`src/rtl/sseg_mux_display.sv`:
```
// Time-multiplexed N-digit common-anode 7-segment driver: double-buffered data, LZ suppression, PWM dimming.
// Outputs registered one cycle behind div_cnt/idx; no backpressure, load is always accepted.
module sseg_mux_display #(
  parameter int N_DIGITS   = 4,
  parameter int DIV_W      = 15,
  parameter int BRIGHT_W   = 4,
  parameter int ACTIVE_LOW = 1
) (
  input  logic                  clk,
  input  logic                  rst,
  input  logic [4*N_DIGITS-1:0] d_in,
  input  logic [N_DIGITS-1:0]   dp_in,
  input  logic [N_DIGITS-1:0]   blank_in,
  input  logic                  lz_en,
  input  logic [BRIGHT_W-1:0]   brightness,
  input  logic                  load,
  output logic                  pending,
  output logic                  frame_tick,
  output logic [N_DIGITS-1:0]   an,
  output logic [6:0]            ca,
  output logic                  dp
);

  localparam int   IW  = $clog2(N_DIGITS);
  localparam logic INV = (ACTIVE_LOW == 0);

  logic [DIV_W-1:0]      div_cnt;
  logic [IW-1:0]         idx;
  logic                  slot_end, wrap;

  logic [4*N_DIGITS-1:0] sh_d, act_d;
  logic [N_DIGITS-1:0]   sh_dp, act_dp, sh_blank, act_blank;
  logic                  sh_lz, act_lz;

  logic [N_DIGITS-1:0]   supp;
  logic [3:0]            nib;
  logic [6:0]            glyph;
  logic [BRIGHT_W-1:0]   pw;
  logic                  run, pwm_on, lit;
  logic [N_DIGITS-1:0]   an_lo;
  logic [6:0]            ca_lo;
  logic                  dp_lo;

  assign slot_end = &div_cnt;
  assign wrap     = slot_end && (idx == IW'(N_DIGITS - 1));
  assign pw       = div_cnt[DIV_W-1 -: BRIGHT_W];

  always_comb begin
    supp = '0;
    run  = 1'b1;
    nib  = 4'h0;
    // A digit is a leading zero only if it and everything above it is zero with no dp lit.
    for (int j = N_DIGITS - 1; j >= 1; j--) begin
      run     = run && (act_d[4*j +: 4] == 4'h0) && !act_dp[j];
      supp[j] = act_lz && run;
    end
    for (int i = 0; i < N_DIGITS; i++) begin
      if (idx == IW'(i)) nib = act_d[4*i +: 4];
    end

    case (nib)
      4'h0: glyph = 7'h40;  4'h1: glyph = 7'h79;
      4'h2: glyph = 7'h24;  4'h3: glyph = 7'h30;
      4'h4: glyph = 7'h19;  4'h5: glyph = 7'h12;
      4'h6: glyph = 7'h02;  4'h7: glyph = 7'h78;
      4'h8: glyph = 7'h00;  4'h9: glyph = 7'h10;
      4'hA: glyph = 7'h08;  4'hB: glyph = 7'h03;
      4'hC: glyph = 7'h46;  4'hD: glyph = 7'h21;
      4'hE: glyph = 7'h06;  default: glyph = 7'h0E;
    endcase

    pwm_on = (pw < brightness) || (&brightness);
    lit    = !act_blank[idx] && !supp[idx] && pwm_on;
    an_lo  = lit ? ~(N_DIGITS'(1) << idx) : '1;
    ca_lo  = lit ? glyph : 7'h7F;
    dp_lo  = lit ? !act_dp[idx] : 1'b1;
  end

  always_ff @(posedge clk) begin
    if (rst) begin
      div_cnt    <= '0;
      idx        <= '0;
      sh_d       <= '0;
      sh_dp      <= '0;
      sh_blank   <= '0;
      sh_lz      <= 1'b0;
      act_d      <= '0;
      act_dp     <= '0;
      act_blank  <= '0;
      act_lz     <= 1'b0;
      pending    <= 1'b0;
      frame_tick <= 1'b0;
      an         <= {N_DIGITS{~INV}};
      ca         <= {7{~INV}};
      dp         <= ~INV;
    end else begin
      div_cnt <= div_cnt + 1'b1;
      if (slot_end) idx <= wrap ? '0 : idx + 1'b1;

      // Commit reads the pre-load shadow, so a load on the wrap cycle waits a frame.
      if (wrap && pending) begin
        act_d     <= sh_d;
        act_dp    <= sh_dp;
        act_blank <= sh_blank;
        act_lz    <= sh_lz;
        pending   <= 1'b0;
      end
      if (load) begin
        sh_d     <= d_in;
        sh_dp    <= dp_in;
        sh_blank <= blank_in;
        sh_lz    <= lz_en;
        pending  <= 1'b1;
      end

      frame_tick <= wrap;
      an         <= an_lo ^ {N_DIGITS{INV}};
      ca         <= ca_lo ^ {7{INV}};
      dp         <= dp_lo ^ INV;
    end
  end

endmodule

```
`config.mk`:
```
export PLATFORM = sky130hd
export DESIGN_NAME = sseg_mux_display
export DESIGN_NICKNAME = d
export VERILOG_FILES = /design/src/rtl/sseg_mux_display.sv
export SDC_FILE = /design/constraint.sdc
export NUM_CORES = 1
export LEC_CHECK = 0
export CAP_MARGIN = 20
export CORE_MARGIN = 5
export CORE_UTILIZATION = 40
export DETAILED_ROUTE_END_ITERATION = 6
export PLACE_DENSITY_LB_ADDON = 0.3
export SLEW_MARGIN = 20
export SYNTH_ARGS = -nofsm -noshare
export SYNTH_HDL_FRONTEND = slang
export SYNTH_SLANG_ARGS = --single-unit
export TNS_END_PERCENT = 20
```
`constraint.sdc`:
```
create_clock -name clk -period 7 [get_ports clk]
set_input_delay 1.4 -clock clk [delete_from_list [all_inputs] [get_ports clk]]
set_output_delay 1.4 -clock clk [all_outputs]
set_load 0.02 [all_outputs]
```
# Word-level counts from Yosys, hierarchy flattened

Memories as Yosys holds them, arrays and structs flattened. A register that Yosys moved wholly into a read port is not among the register bits.
Index checks and enable logic that the tools add are counted.

Add/sub/neg operators: 2
Multiply operators: 0
Divide/modulo/power cells: 0
Magnitude comparators: 2
Equal/unequal tests: 3
Shift operators: 1
Mux-type cells: 13
Bitwise operators: 2
Reductions and logical operators: 27

Operators with widths:

| operator                                                                     | count |
|---|---|
| 4-bit 2-to-1 mux                                                             | 4 |
| 15-bit by 1-bit adder with 15-bit output, second input constant              | 1 |
| 15-bit AND reduction                                                         | 1 |
| 1-bit logical AND                                                            | 12 |
| 4-bit logical NOT                                                            | 3 |
| 1-bit binary-select mux with 2-bit select                                    | 3 |
| 1-bit logical NOT                                                            | 6 |
| 1-bit 2-to-1 mux                                                             | 5 |
| 2-bit == test, second input constant                                         | 2 |
| 4-bit less-than comparator                                                   | 1 |
| 4-bit NOT                                                                    | 1 |
| 4-bit AND reduction                                                          | 1 |
| 1-bit by 2-bit << shifter with 4-bit output, first input constant            | 1 |
| 2-bit by 3-bit less-than comparator with 1-bit output, second input constant | 1 |
| 2-bit by 1-bit adder with 2-bit output, second input constant                | 1 |
| 2-bit by 1-bit == test with 1-bit output, second input constant              | 1 |
| 2-bit logical NOT                                                            | 1 |
| 2-bit 2-to-1 mux                                                             | 1 |
| 2-bit nonzero test                                                           | 1 |
| 2-bit OR reduction                                                           | 1 |
| 1-bit logical OR                                                             | 1 |
| 1-bit NOT                                                                    | 1 |

Register bits after elaboration: 74
Bits in latches: 0
Memory bits (writable): 0
ROM bits: 112
Memories: 1

Memory list:

| memory           | words | bits a word | rd ports | clocked after Yosys merged registers in | wr ports | line | RTL |
|---|---|---|---|---|---|---|---|
| (name not given) | 16    | 7           | 1        | 1                                       | 0        | 61   | `case (nib)` |

# Logic depth before layout (Yosys ltp)

Depth after elaboration: 14
Mapped depth: 11
Mapped depth without buffers: 9

# Least setup slack after synthesis

Ideal clock, no wire load.

Path kind: input -> register
Start point: in brightness[2]
End point: reg ca[1]
Setup time: 0.124 ns
Arrival: 2.654 ns
Required time: 6.876 ns
Setup slack: 4.223 ns
Cell stages on the path: 7
Buffers on the path: 1
Cell sequence: inv_1 > ha_1 > a211oi_1 > a21oi_1 > a2111oi_4 > buf_6 > o211ai_2

Longest elaborated chain between the ends: 5

Ends and longest elaborated chain:

| item                                                              | line | RTL |
|---|---|---|
| start: declaration                                                | 15   | `input logic [BRIGHT_W-1:0] brightness,` |
| 4-bit less-than comparator or 4-bit AND reduction (tied branches) | 72   | `pwm_on = (pw < brightness) \|\| (&brightness);` |
| 1-bit logical OR *                                                | 72   |  |
| 1-bit logical AND *                                               | 73   | `lit = !act_blank[idx] && !supp[idx] && pwm_on;` |
| 1-bit NOT (no source line) *                                      | -    |  |
| 2-bit OR reduction (no source line) *                             | -    |  |
| end: declaration                                                  | 20   | `output logic [6:0] ca,` |

Mark *: on every way between the ends. The rest lies on a longest branch, timed or not.
A chain may end at the register's enable or synchronous reset.

# Final worst setup path

Start point: in brightness[2]
End point: reg ca[2]

Same word-level chain as after synthesis.

==> impl_metrics.yaml <==
critical_path:
  required_ns: 7.17
  critPathArrivalTime_ns: 3.66
  cpPeakStageDelay_ns: 0.73
  r2r_slack_ns: 4.07
  slowest_stage: "a2111oi_4"
  crit_type: "in2reg"
  critical_path.endpoint_type: "register"
  cp_num_buf_inv: 2
  crit_chain: "clkdlybuf4s50_1 > inv_1 > ha_1 > a211oi_1 > a21oi_1 > a2111oi_4 > o311ai_0"
  cp_top_family: "compound AO/OA/AOI/OAI gates"
  cp_max_fo: 12
  cp-start-kind: "input pin"
grt:
  globalRouteTotalUtil: 0.126
  antenna_found_initial: 0
  first_global_vias: 2512
  grt.overflow.total: 0
  grt_max_degree: 71
  grt_first_pass_wirelength_um: 11300
drt:
  wl_per_cell_um: 12.6
  totalWireLength_um: 6710
  drt_iter0_markers: 71
  drtPass1Iterations: 4
  num_vias: 2631
  drcViolationCount: 0
  routed_via_density: 4.95
  drtAntennaViolNets: 0
sta:
  min_period_ns: 3.49
  worst_pin_slew_ns: 0.853
  grt_setup_unrepaired: "false"
  skew_ns: 0.00614
  hold_violations: 0
  drv_slew: 0
  timing.setup.tns_ns: 0
  slew-limit-headroom: 0.431
  finalSetupViolations: 0
  finalCritPeriodShare: 0.499
  maxClockFrequency_mhz: 287
synthesis:
  synth_area_sq_um: 3540
  ys_ff_latch: 81
  synth_cell_type_count: 46
  yosysSeqAreaShare: 0.457
  ys.warnings.count: 0
  synth_flop_cell: "dfxtp_1"
  synth-async-reset-ratio: 0
  syn_inst: 386
  synth_edf_count: 0
  synth_nets: 432
  avgSynthCellArea_sq_um: 9.18
pwr:
  netSwitchingFraction: 0.219
  combPwrFrac: 0.070
  p_switching_w: 0.000181
  clkPwrFrac: 0.348
  power_density_nw_per_um2: 199
  power_frac_seq: 0.581
  p_leak_nw: 1.60
  vdd_drop_max_mv: 0.0939
  internal_power_w: 0.000646
final_layout:
  layout-drive-gt1-share: 0.0686
  fin_cells: 531
  area_growth_syn_to_layout_pct: 17.0
  antenna_cells: 0
  final_nets: 468
  final_cell_area_sq_um: 4150
  final_cell_mix: "81 x dfxtp_1, 69 x nand2_1, 49 x nor2_1"
  final_common_cell: "dfxtp_1"
  utilization: 0.478
hold_path:
  min_path_type: "reg2reg"
cts:
  cts_buffer_depth: 2
  cts-root-buf: "clkbuf_8"
  cts_tree: "yes"
  postCtsHoldBufs: 0
  clkTransAtPathRegs_ns: 0.07
  htreeDepth: 3
  postCtsResizedCells: 0
  clk_latency_ns: 0.35
  cts_made_buffers: 9
  clkSinkCount: 81
  cts_setup_buffers: 0
placement:
  hpwl_um: 4750
  dp_cells: 518
  place_congestion: 0.774
  placed_cell_area_sq_um: 3980
  port-buffer-count: 45
die:
  die_h_um: 104
  start_util: 0.408
  dieArea_sq_um: 10800
  num_io_pins: 46
  die_x_um: 104
  core_sq_um: 8680
  rows: 34
run_status:
  status: "finished clean"
job:
  max_cap_viol_count: 0
## worst register-to-register path, cell delays in order, from the launching register on
cell and delay [ns]:
dfxtp_1 0.51, ha_1 0.58, a211oi_1 0.09, a211oi_1 0.72, inv_1 0.20, ha_1 0.36, nor2_1 0.05, a211oi_1 0.18
o21ai_1 0.10
## logic make-up after synthesis
logic type | count (synthesis) | synth area share
flops | 81 | 0.457
fa+ha+maj | 14 | 0.0494
mux | 29 | 0.0900
compound gates | 53 | 0.103
xor+xnor | 13 | 0.0321
simple gates | 165 | 0.215
buf+inv | 31 | 0.0533
## sequential cells by signal (all words and copies together), names as in the netlist, 2 cells and up
name,cells
an,4
act_blank,4
sh_d,16
sh_blank,4
sh_dp,4
ca,7
div_cnt,15
act_dp,4
act_d,16
idx,2
## per-layer routing
layer  share of wire  routed length, um  global-route usage  vias up
met5               0                  0                   0        -
met2            0.48               3210               0.201       51
li1                -                  -                   -     1377
met3           0.047                317              0.0366       10
met1            0.45               3030               0.154     1193
met4           0.021                141              0.0666        0
## synthesized netlist by cell type (3+ instances only)
cell type	number	area, sq um
mux2i_1	27	270
inv_1	8	30.0
buf_2	7	35.0
xnor2_1	7	61.3
nand3_1	6	30.0
a21oi_2	4	35.0
dfxtp_1	81	1620
nand3b_1	4	30.0
and3_1	3	18.8
buf_6	4	45.0
clkbuf_1	9	33.8
a21oi_1	27	135
nor3b_1	4	30.0
nor2_1	49	184
nand2_1	69	259
nand4_1	4	25.0
nor2b_1	6	37.5
ha_1	14	175
xor2_1	6	52.6
a211oi_1	8	60.1
nor3_1	6	30.0
a211o_1	3	26.3
## final timing paths
check | from | to | depth (start not counted)
setup reg to reg | idx[0] | ca[3] | 8
hold reg to reg | sh_d[9] | act_d[9] | 2
hold / removal | sh_d[9] | act_d[9] | 2
setup / recovery | brightness[2] | ca[2] | 7
## power groups by stage
stage	Combinational, W	Clock [W]	Sequential (W)
2_1_floorplan	0.0000281	0	0.000493
3_3_place_gp	0.0000582	0	0.000491
3_5_place_dp	0.0000593	0	0.000491
4_1_cts	0.0000594	0.000299	0.000481
5_1_grt	0.0000642	0.000317	0.000482
6_report	0.0000581	0.000288	0.000480
## metrics by stage
stage	total power (W)	setup slack, ns	hold slack [ns]
finish	0.000827	3.51	0.454
CTS	0.000839	3.50	0.457
global route	0.000863	3.33	0.477
detailed placement	0.000551	3.12	0.447
global placement	0.000549	3.25	0.444
floorplan	0.000521	4.22	0.430
## final cells by class
type	count	area, sq um
inverters	8	30.0
well taps	108	135
fillers	858	4530
clock buffers	11	151
repair buffers	48	472
clock inverters	1	5.00
multi-input cells	274	1730
flip-flops and latches	81	1620
Power figures use the tool's default switching activity.
